## src/rtl/aes_spi_responder.sv

```systemverilog
// SPI responder in front of an AES core: deserializes a {data, key} frame on SDI,
// runs the core through a start/done handshake, then shifts the 128-bit result out on SDO.
module aes_spi_responder #(
  parameter int Nk = 4,
  parameter int Nr = 10
) (
  input  logic                 clk,
  input  logic                 rst,
  input  logic                 CS,
  input  logic                 SDI,
  output logic                 SDO,
  output logic                 core_start,
  output logic [127:0]         core_data,
  output logic [Nk*32-1:0]     core_key,
  input  logic                 core_done,
  input  logic [127:0]         core_result,
  output logic                 busy,
  output logic                 frame_abort,
  output logic [4:0]           core_rounds,
  output logic [2:0]           state_dbg
);

  localparam int KW    = Nk * 32;
  localparam int FRAME = 128 + KW;
  localparam int CW    = $clog2(FRAME + 1);

  typedef enum logic [2:0] {
    IDLE  = 3'd0,
    RX    = 3'd1,
    START = 3'd2,
    WAIT  = 3'd3,
    TX    = 3'd4,
    DONE  = 3'd5
  } state_t;

  state_t           state_q, state_d;
  logic [CW-1:0]    cnt_q;
  logic [FRAME-1:0] rx_shift_q;
  logic [FRAME-1:0] rx_next;
  logic [127:0]     tx_shift_q;
  logic             abort;
  logic             rx_last;
  logic             tx_load;

  // Core handshake: core_start is a single-cycle request; the core answers by holding
  // core_done high with core_result valid. Only the first core_done seen in WAIT is taken.
  assign rx_next     = {rx_shift_q[FRAME-2:0], SDI};
  assign SDO         = (state_q == TX) & tx_shift_q[127];
  assign busy        = (state_q != IDLE);
  assign core_start  = (state_q == START) & ~CS;
  assign core_rounds = 5'(Nr);
  assign state_dbg   = state_q;

  always_ff @(posedge clk or negedge rst) begin
    if (!rst) state_q <= IDLE;
    else      state_q <= state_d;
  end

  always_comb begin
    state_d = state_q;
    abort   = 1'b0;
    rx_last = 1'b0;
    tx_load = 1'b0;
    case (state_q)
      IDLE:  if (!CS) state_d = RX;
      RX: begin
        if (CS) abort = 1'b1;
        else if (cnt_q == CW'(FRAME - 1)) begin
          rx_last = 1'b1;
          state_d = START;
        end
      end
      START: if (CS) abort = 1'b1; else state_d = WAIT;
      WAIT: begin
        if (CS) abort = 1'b1;
        else if (core_done) begin
          tx_load = 1'b1;
          state_d = TX;
        end
      end
      TX: begin
        if (CS) abort = 1'b1;
        else if (cnt_q == CW'(127)) state_d = DONE;
      end
      DONE:    if (CS) state_d = IDLE;
      default: state_d = IDLE;
    endcase
    if (abort) state_d = IDLE;
  end

  always_ff @(posedge clk or negedge rst) begin
    if (!rst) begin
      cnt_q       <= '0;
      rx_shift_q  <= '0;
      tx_shift_q  <= '0;
      core_data   <= '0;
      core_key    <= '0;
      frame_abort <= 1'b0;
    end else begin
      frame_abort <= abort;
      case (state_q)
        IDLE: begin
          if (!CS) begin
            rx_shift_q <= rx_next;
            cnt_q      <= CW'(1);
          end
        end
        RX: begin
          if (!CS) begin
            rx_shift_q <= rx_next;
            cnt_q      <= cnt_q + CW'(1);
          end
          if (rx_last) begin
            core_data <= rx_next[FRAME-1 -: 128];
            core_key  <= rx_next[KW-1:0];
          end
        end
        WAIT: begin
          if (tx_load) begin
            tx_shift_q <= core_result;
            cnt_q      <= '0;
          end
        end
        TX: begin
          if (!CS) begin
            tx_shift_q <= {tx_shift_q[126:0], 1'b0};
            cnt_q      <= cnt_q + CW'(1);
          end
        end
        default: ;
      endcase
      // Every return to IDLE (abort or end of transaction) starts the next frame clean.
      if (state_d == IDLE) begin
        cnt_q      <= '0;
        rx_shift_q <= '0;
        tx_shift_q <= '0;
      end
    end
  end

endmodule

```

## config.mk

```make
export PLATFORM = sky130hd
export DESIGN_NAME = aes_spi_responder
export DESIGN_NICKNAME = d
export VERILOG_FILES = /design/src/rtl/aes_spi_responder.sv
export SDC_FILE = /design/constraint.sdc
export NUM_CORES = 1
export LEC_CHECK = 0
export CAP_MARGIN = 0
export CORE_ASPECT_RATIO = 0.6
export CORE_MARGIN = 2
export CORE_UTILIZATION = 30
export CTS_BUF_LIST = sky130_fd_sc_hd__clkbuf_16
export DETAILED_ROUTE_END_ITERATION = 6
export DONT_BUFFER_PORTS = 1
export PLACE_DENSITY_LB_ADDON = 0.05
export SLEW_MARGIN = 20
export SYNTH_ARGS = -nofsm -noshare
export SYNTH_HDL_FRONTEND = slang
export SYNTH_SLANG_ARGS = --single-unit
export TNS_END_PERCENT = 10
```

## constraint.sdc

```tcl
create_clock -name clk -period 6.1 [get_ports clk]
set_input_delay 0.915 -clock clk [delete_from_list [all_inputs] [get_ports clk]]
set_output_delay 0.915 -clock clk [all_outputs]
set_load 0.05 [all_outputs]
```

==> out/results.ini, run 1 <==
[power_and_ir_drop]
cellPowerDensity_nw_per_um2=294
combPwrFrac=0.027
vdd_drop_max_mv=0.152
clockPowerShare=0.471
power_switching_mw=2.00
leakagePower_nw=13.9
internal_dissipation_mw=6.65
power.share.switching=0.232
power_frac_seq=0.502

[yosys]
synth_cell_type_count=41
synth.top_cells.by_area=sky130_fd_sc_hd__dfrtp_1 62%, sky130_fd_sc_hd__nand2_1 7.3%, sky130_fd_sc_hd__mux2_2 7.1%
syn-mean-instance-area_um2=11.4
synth_largest_type_area_fraction=0.615
ys_seq_area_frac=0.615
synth_seq_cells=652
ys_warn_count=0
syn_area_um2=26500
yosysTopAreaCell=sky130_fd_sc_hd__dfrtp_1
postSynthCellCount=2324

[setup_path]
r2r_slack_ps=2840
cpMostUsedCell=sky130_fd_sc_hd__buf_4
worst_path_largest_cell_delay_ps=860
cpMaxStageDelayCell=sky130_fd_sc_hd__or3_4
setup.worst_path.class=flip-flop to flip-flop
worstSetupEndpointType=flip-flop
critical_path_required_ps=6630
critPathLaunchType=flip-flop
worstPathCellList=buf_4, or3_4, buf_4, buf_4, nand2_1, a21oi_1
worst_ep_arrival_time_ps=3790
cp_max_fo=76

[clock_network]
tritoncts=yes
clk_transition_reported_paths_ps=60
cts_num_sinks=652
clk_latency_ps=630
number_of_resized_instances_in_the_post_cts_repair_step=0
clockBufferDepth=3
postCtsSetupBuffers=0
clock_root_buffer=sky130_fd_sc_hd__clkbuf_16
cts-buffers-inserted=70
htree_levels=3

[timing]
rsz0062_at_grt=no
worst_slew_margin_rel=-1.23
hold_viol_final=0
timing.fmax_mhz=307
layout_min_cycle_time_ps=3260
setup_tns_ps=0
max_slew.worst_pin.slew_ps=3350
setup_viol_count_final=0
fin_worst_hold_slack_ps=66.6
final.period_utilization=0.534
maxSlewViolCount=499
skew_ps=17.6

[global_route]
grtUsageTotal=0.149
grt_start_max_net_pins=653
use_met1=0.200
globalRoute.busiestLayer=met2
use_met3=0.0452
grt_pass1_wl_um=106000
gr-total-overflow=0
vias_in_the_first_global_route=16400
met2_resource_use_gr=0.233
antenna_found_initial=0

[drt]
via_count=16600
wirelength_um=68800
routed_wire_length_per_instance_um=19.9
vias_per_cell=4.81
initialDrtViolationCount=998
postRouteAntennaNets=0
dr.pass1.iters=5
drt_drc_violations_left=0

[run]
cap_violations=0

[run_status]
run_status=finished with violations
failed_checks=slew limit

[floorplanning]
chipWidth_um=388
floorplan.initialDensity=0.303
dieArea_um2=90900
rows=84
number_of_top_level_pins=401
fp.dieH_um=234
fp.coreArea_um2=87500

[placement]
dp_hpwl_um=39800
numPortBuffers=0
gp_routability_congestion=0.745

[final_layout]
most-common-layout-cells=652 x sky130_fd_sc_hd__dfrtp_1, 514 x sky130_fd_sc_hd__nand2_1, 266 x sky130_fd_sc_hd__a21oi_1
finalNetCount=2370
layout-drive-gt1-share=0.125
area_growth_from_synthesis_to_layout_pct=11.2
layout.core_utilization=0.337
layout_commonest_cell=sky130_fd_sc_hd__dfrtp_1

[hold_path]
hold_path.class=input port to async pin

## power by group through the flow
stage / registers, mW / clock network, mW / logic, mW
after floorplan: 4.43 / 0 / 0.163
after global placement: 4.42 / 0 / 0.233
after detailed placement: 4.42 / 0 / 0.235
after CTS: 4.34 / 4.26 / 0.235
after global routing: 4.34 / 4.44 / 0.263
final: 4.34 / 4.08 / 0.237
## synth_stat cells
master and n:
sky130_fd_sc_hd__or4_1 1, sky130_fd_sc_hd__and2_0 1, sky130_fd_sc_hd__or3_1 5, sky130_fd_sc_hd__dfrtp_1 652
sky130_fd_sc_hd__a21oi_2 1, sky130_fd_sc_hd__nand2_1 514, sky130_fd_sc_hd__a21bo_2 1, sky130_fd_sc_hd__nand3_1 3
sky130_fd_sc_hd__nor3_1 8, sky130_fd_sc_hd__buf_2 32, sky130_fd_sc_hd__nand3b_1 2, sky130_fd_sc_hd__and2_1 2
sky130_fd_sc_hd__or3b_1 2, sky130_fd_sc_hd__inv_1 2, sky130_fd_sc_hd__nor2_1 131, sky130_fd_sc_hd__a2111oi_0 1
sky130_fd_sc_hd__a2bb2oi_1 1, sky130_fd_sc_hd__nand4b_1 1, sky130_fd_sc_hd__clkbuf_1 104, sky130_fd_sc_hd__mux2_2 167
sky130_fd_sc_hd__xnor2_1 1, sky130_fd_sc_hd__conb_1 2, sky130_fd_sc_hd__a211oi_1 128, sky130_fd_sc_hd__nor2_2 1
sky130_fd_sc_hd__a22oi_1 1, sky130_fd_sc_hd__a311oi_1 3, sky130_fd_sc_hd__o32ai_1 1, sky130_fd_sc_hd__mux2_1 89
sky130_fd_sc_hd__nor2b_1 2, sky130_fd_sc_hd__nand2b_1 2, sky130_fd_sc_hd__and3_1 5, sky130_fd_sc_hd__a41oi_1 1
sky130_fd_sc_hd__a21oi_1 266, sky130_fd_sc_hd__o21a_1 1, sky130_fd_sc_hd__ha_1 2, sky130_fd_sc_hd__buf_4 44
sky130_fd_sc_hd__o21ai_0 9, sky130_fd_sc_hd__nor3b_1 2, sky130_fd_sc_hd__a21o_1 1, sky130_fd_sc_hd__buf_1 4
sky130_fd_sc_hd__mux2i_1 128
## registers in the layout, indices dropped and copies added (netlist names)
name and cells:
tx_shift_q 128, rx_shift_q 255, frame_abort 1, state_dbg 3, cnt_q 9, core_data 128
core_key 128
## cell type report
| type | instances | area, µm² |
|---|---|---|
| antenna | 1 | 2.50 |
| clock buffer | 74 | 1850 |
| inverter | 2 | 7.51 |
| tap | 1161 | 1450 |
| sequential | 652 | 16300 |
| clock inverter | 51 | 288 |
| fill | 8732 | 58100 |
| multi-input combinational | 1489 | 9340 |
| timing repair buffer | 20 | 233 |
## metal layers
metal	share of wire	vias up
li1	-	7780
met3	0.057	94
met5	0	-
met2	0.47	274
met1	0.45	8450
met4	0.021	0
## critical path, delay by kind of cell, from the launching register on
| family | cells | cell delay, ps |
|---|---|---|
| AO/OA/AOI/OAI | 1 | 180 |
| buffers and inverters | 3 | 1610 |
| flip-flops | 1 | 320 |
| AND/OR/NAND/NOR | 2 | 970 |
## metrics by stage
step | area, µm² | std cells | setup WS [ps] | power [mW]
finish | 29500 | 3450 | 2840 | 8.66
CTS | 29500 | 3448 | 2760 | 8.84
detailed placement | 27300 | 3323 | 2580 | 4.66
floorplan | 26500 | 2327 | 3320 | 4.60
global route | 29500 | 3449 | 2520 | 9.04
global placement | 27300 | 3323 | 2610 | 4.66
## cell families after synthesis
group | share of synthesized area
compound gates | 0.0920
xor+xnor | 0.000330
fa+ha+maj | 0.000944
buf+inv | 0.0341
flops | 0.615
mux | 0.157
other cells | 0.000283
simple gates | 0.100
## worst paths after layout
kind / to / from / cells after the start
setup / recovery: rx_shift_q[42] / state_dbg[2] / 6
hold / removal: core_data[114] / rst / 0
setup reg to reg: rx_shift_q[42] / state_dbg[2] / 6
hold reg to reg: core_data[127] / rx_shift_q[254] / 1
max in group asynchronous: tx_shift_q[101] / rst / 0
min in group clk: state_dbg[2] / CS / 1
No activity file was read; power rests on OpenSTA's default activity.
==> run 2: changes to the inputs <==
- clock period: 6.1 -> 2.8 ns (I/O delays scaled with it)
==> out/results.ini, run 2 (synthesized netlist as in run 1, its figures left out) <==
[run_status]
run_status=finished with violations
failed_checks=hold timing, slew limit

[floorplanning]
dieArea_um2=90900  ; unchanged
fp.coreArea_um2=87500  ; unchanged
number_of_top_level_pins=401  ; unchanged
fp.dieH_um=234  ; unchanged
rows=84  ; unchanged
floorplan.initialDensity=0.303  ; unchanged
chipWidth_um=388  ; unchanged

[clock_network]
clock_root_buffer=sky130_fd_sc_hd__clkbuf_16
htree_levels=3  ; unchanged
clockBufferDepth=3  ; unchanged
postCtsHoldBufs=87
clk_transition_reported_paths_ps=60  ; about the same
cts_num_sinks=652  ; unchanged
cts-buffers-inserted=70  ; unchanged
postCtsSetupBuffers=0  ; unchanged
clk_latency_ps=630  ; about the same
tritoncts=yes

[power_and_ir_drop]
vdd_drop_max_mv=0.288  ; +89%
leakagePower_nw=14.4  ; +3.9%
cellPowerDensity_nw_per_um2=625  ; +110%

[final_layout]
antennaDiodeCount=0  ; -1
max_ffs_per_register=255  ; unchanged
layout.core_utilization=0.352  ; +0.0149
fillers=8677  ; -0.63%
most-common-layout-cells=652 x sky130_fd_sc_hd__dfrtp_1, 514 x sky130_fd_sc_hd__nand2_1, 266 x sky130_fd_sc_hd__a21oi_1
layout_commonest_cell=sky130_fd_sc_hd__dfrtp_1
layout-drive-gt1-share=0.128  ; +0.00313
area_growth_from_synthesis_to_layout_pct=16.1
register_with_the_most_flip_flops=rx_shift_q
finalNetCount=2478  ; +4.6%
layout.cell_area.non_filler_um2=30800  ; +4.4%

[timing]
maxSlewViolCount=230  ; -54%
skew_ps=23.1  ; +5.45 ps
timing.fmax_mhz=389  ; +27%
worst_slew_margin_rel=-0.455  ; +0.777
final.period_utilization=0.918  ; +0.384
fin_worst_hold_slack_ps=-511  ; -578 ps
rsz0062_at_grt=no
setup_viol_count_final=0  ; unchanged
layout_min_cycle_time_ps=2570  ; -688 ps
hold_viol_final=652  ; +652
max_slew.worst_pin.slew_ps=2180  ; -1170 ps
setup_tns_ps=0  ; unchanged

[placement]
dpl_cell_area_um2=27700  ; +1.5%
gp_routability_congestion=0.744  ; -0.12%
dp_hpwl_um=41800  ; +5.0%
numPortBuffers=0  ; unchanged

[global_route]
grtUsageTotal=0.154  ; +0.00482
gr-total-overflow=0  ; unchanged
antenna_found_initial=0  ; unchanged
globalRoute.busiestLayer=met2
grt_pass1_wl_um=110000  ; +3.9%
grt_start_max_net_pins=653  ; unchanged
vias_in_the_first_global_route=17300  ; +5.3%
met2_resource_use_gr=0.238  ; +0.00453
use_met1=0.211  ; +0.0104
use_met3=0.0462  ; +0.000989

[drt]
dr.pass1.iters=5  ; unchanged
drt_drc_violations_left=0  ; unchanged
via_count=16800  ; +1.5%
wirelength_um=69900  ; +1.7%
vias_per_cell=4.74  ; -1.6%
initialDrtViolationCount=950  ; -4.8%
postRouteAntennaNets=0  ; unchanged
routed_wire_length_per_instance_um=19.7  ; -1.4%

[setup_path]
worst_ep_arrival_time_ps=3070  ; -720 ps
r2r_slack_ps=230  ; -2610 ps
ff2ff_path_depth=9  ; +3
cp_max_fo=38  ; -50%
rr_endpoint=core_key[31]
setup.worst_path.class=flip-flop to flip-flop
worstSetupEndpointType=flip-flop
r2r_start=cnt_q[0]
critical_path_required_ps=3300  ; -3330 ps
critPathLaunchType=flip-flop

[hold_path]
hold_path.class=input port to async pin

[run]
cap_violations=0  ; unchanged

## run 2: cell count changes in the layout (fill, tap and decap cells not counted), sizes merged
cell	delta
diode	-1
dlygate4sd3	+87
clkinvlp	+1
buf	+21
clkbuf	-3
bufinv	+4
inv	-1
clkinv	-1
## run 2: report_power, final
group	leakage, nW	internal (mW)	total (mW)	switching, mW
registers	9.11	9.44	9.48	0.0452
logic	4.20	0.208	0.622	0.413
clock network	1.12	5.17	9.15	3.98
## run 2: layer usage
metal  up-vias  routed length [µm]
li1       8003                   -
met1      8506               32200
met2       249               32500
met3        88                3900
met4         0                1320
met5         -                   0
## run 2: final cells by class
| class | count | area, µm² | share of cell area |
|---|---|---|---|
| clock inverters | 54 | 419 | 0.0136 |
| inverters | 2 | 7.51 | 0.000244 |
| clock buffers | 71 | 1780 | 0.0577 |
| repair buffers | 128 | 1480 | 0.0480 |
| multi-input cells | 1489 | 9340 | 0.303 |
| flip-flops and latches | 652 | 16300 | 0.530 |
| well taps | 1161 | 1450 | 0.0472 |
## run 2: through the flow
| stage | std cells | power [mW] | setup WS [ps] | hold slack, ps |
|---|---|---|---|---|
| after detailed placement | 3345 | 10.2 | 229 | 137 |
| after floorplan | 2327 | 10.0 | 515 | 124 |
| after global routing | 3557 | 20.1 | 61.3 | -566 |
| final | 3557 | 19.3 | 231 | -511 |
| after CTS | 3557 | 19.7 | 52.6 | -575 |
| after global placement | 3345 | 10.2 | 238 | 138 |
## run 2: repair_timing
| action | CTS | global route |
|---|---|---|
| resized for setup | 0 | 1 |
| setup endpoints to repair | 0 | 1 |
| endpoints found under the hold margin | 743 | 652 |
## run 2: worst max-delay path, stage by stage (launching register included)
cell and delay, ps:
sky130_fd_sc_hd__dfrtp_1 410, sky130_fd_sc_hd__ha_1 230, sky130_fd_sc_hd__and3_1 270, sky130_fd_sc_hd__and3_1 180
sky130_fd_sc_hd__ha_1 170, sky130_fd_sc_hd__nand2_1 110, sky130_fd_sc_hd__nor2_4 200, sky130_fd_sc_hd__buf_12 200
sky130_fd_sc_hd__buf_12 240, sky130_fd_sc_hd__mux2_1 360
## run 2: worst max path at each step
stage | start | slack (ps) | end
finish | cnt_q[0] | 230 | core_key[31]
global route | cnt_q[0] | 60 | core_key[31]
CTS | state_dbg[2] | 50 | SDO
detailed placement | cnt_q[0] | 230 | core_key[117]
global placement | cnt_q[0] | 240 | core_data[4]
floorplan | state_dbg[2] | 510 | SDO
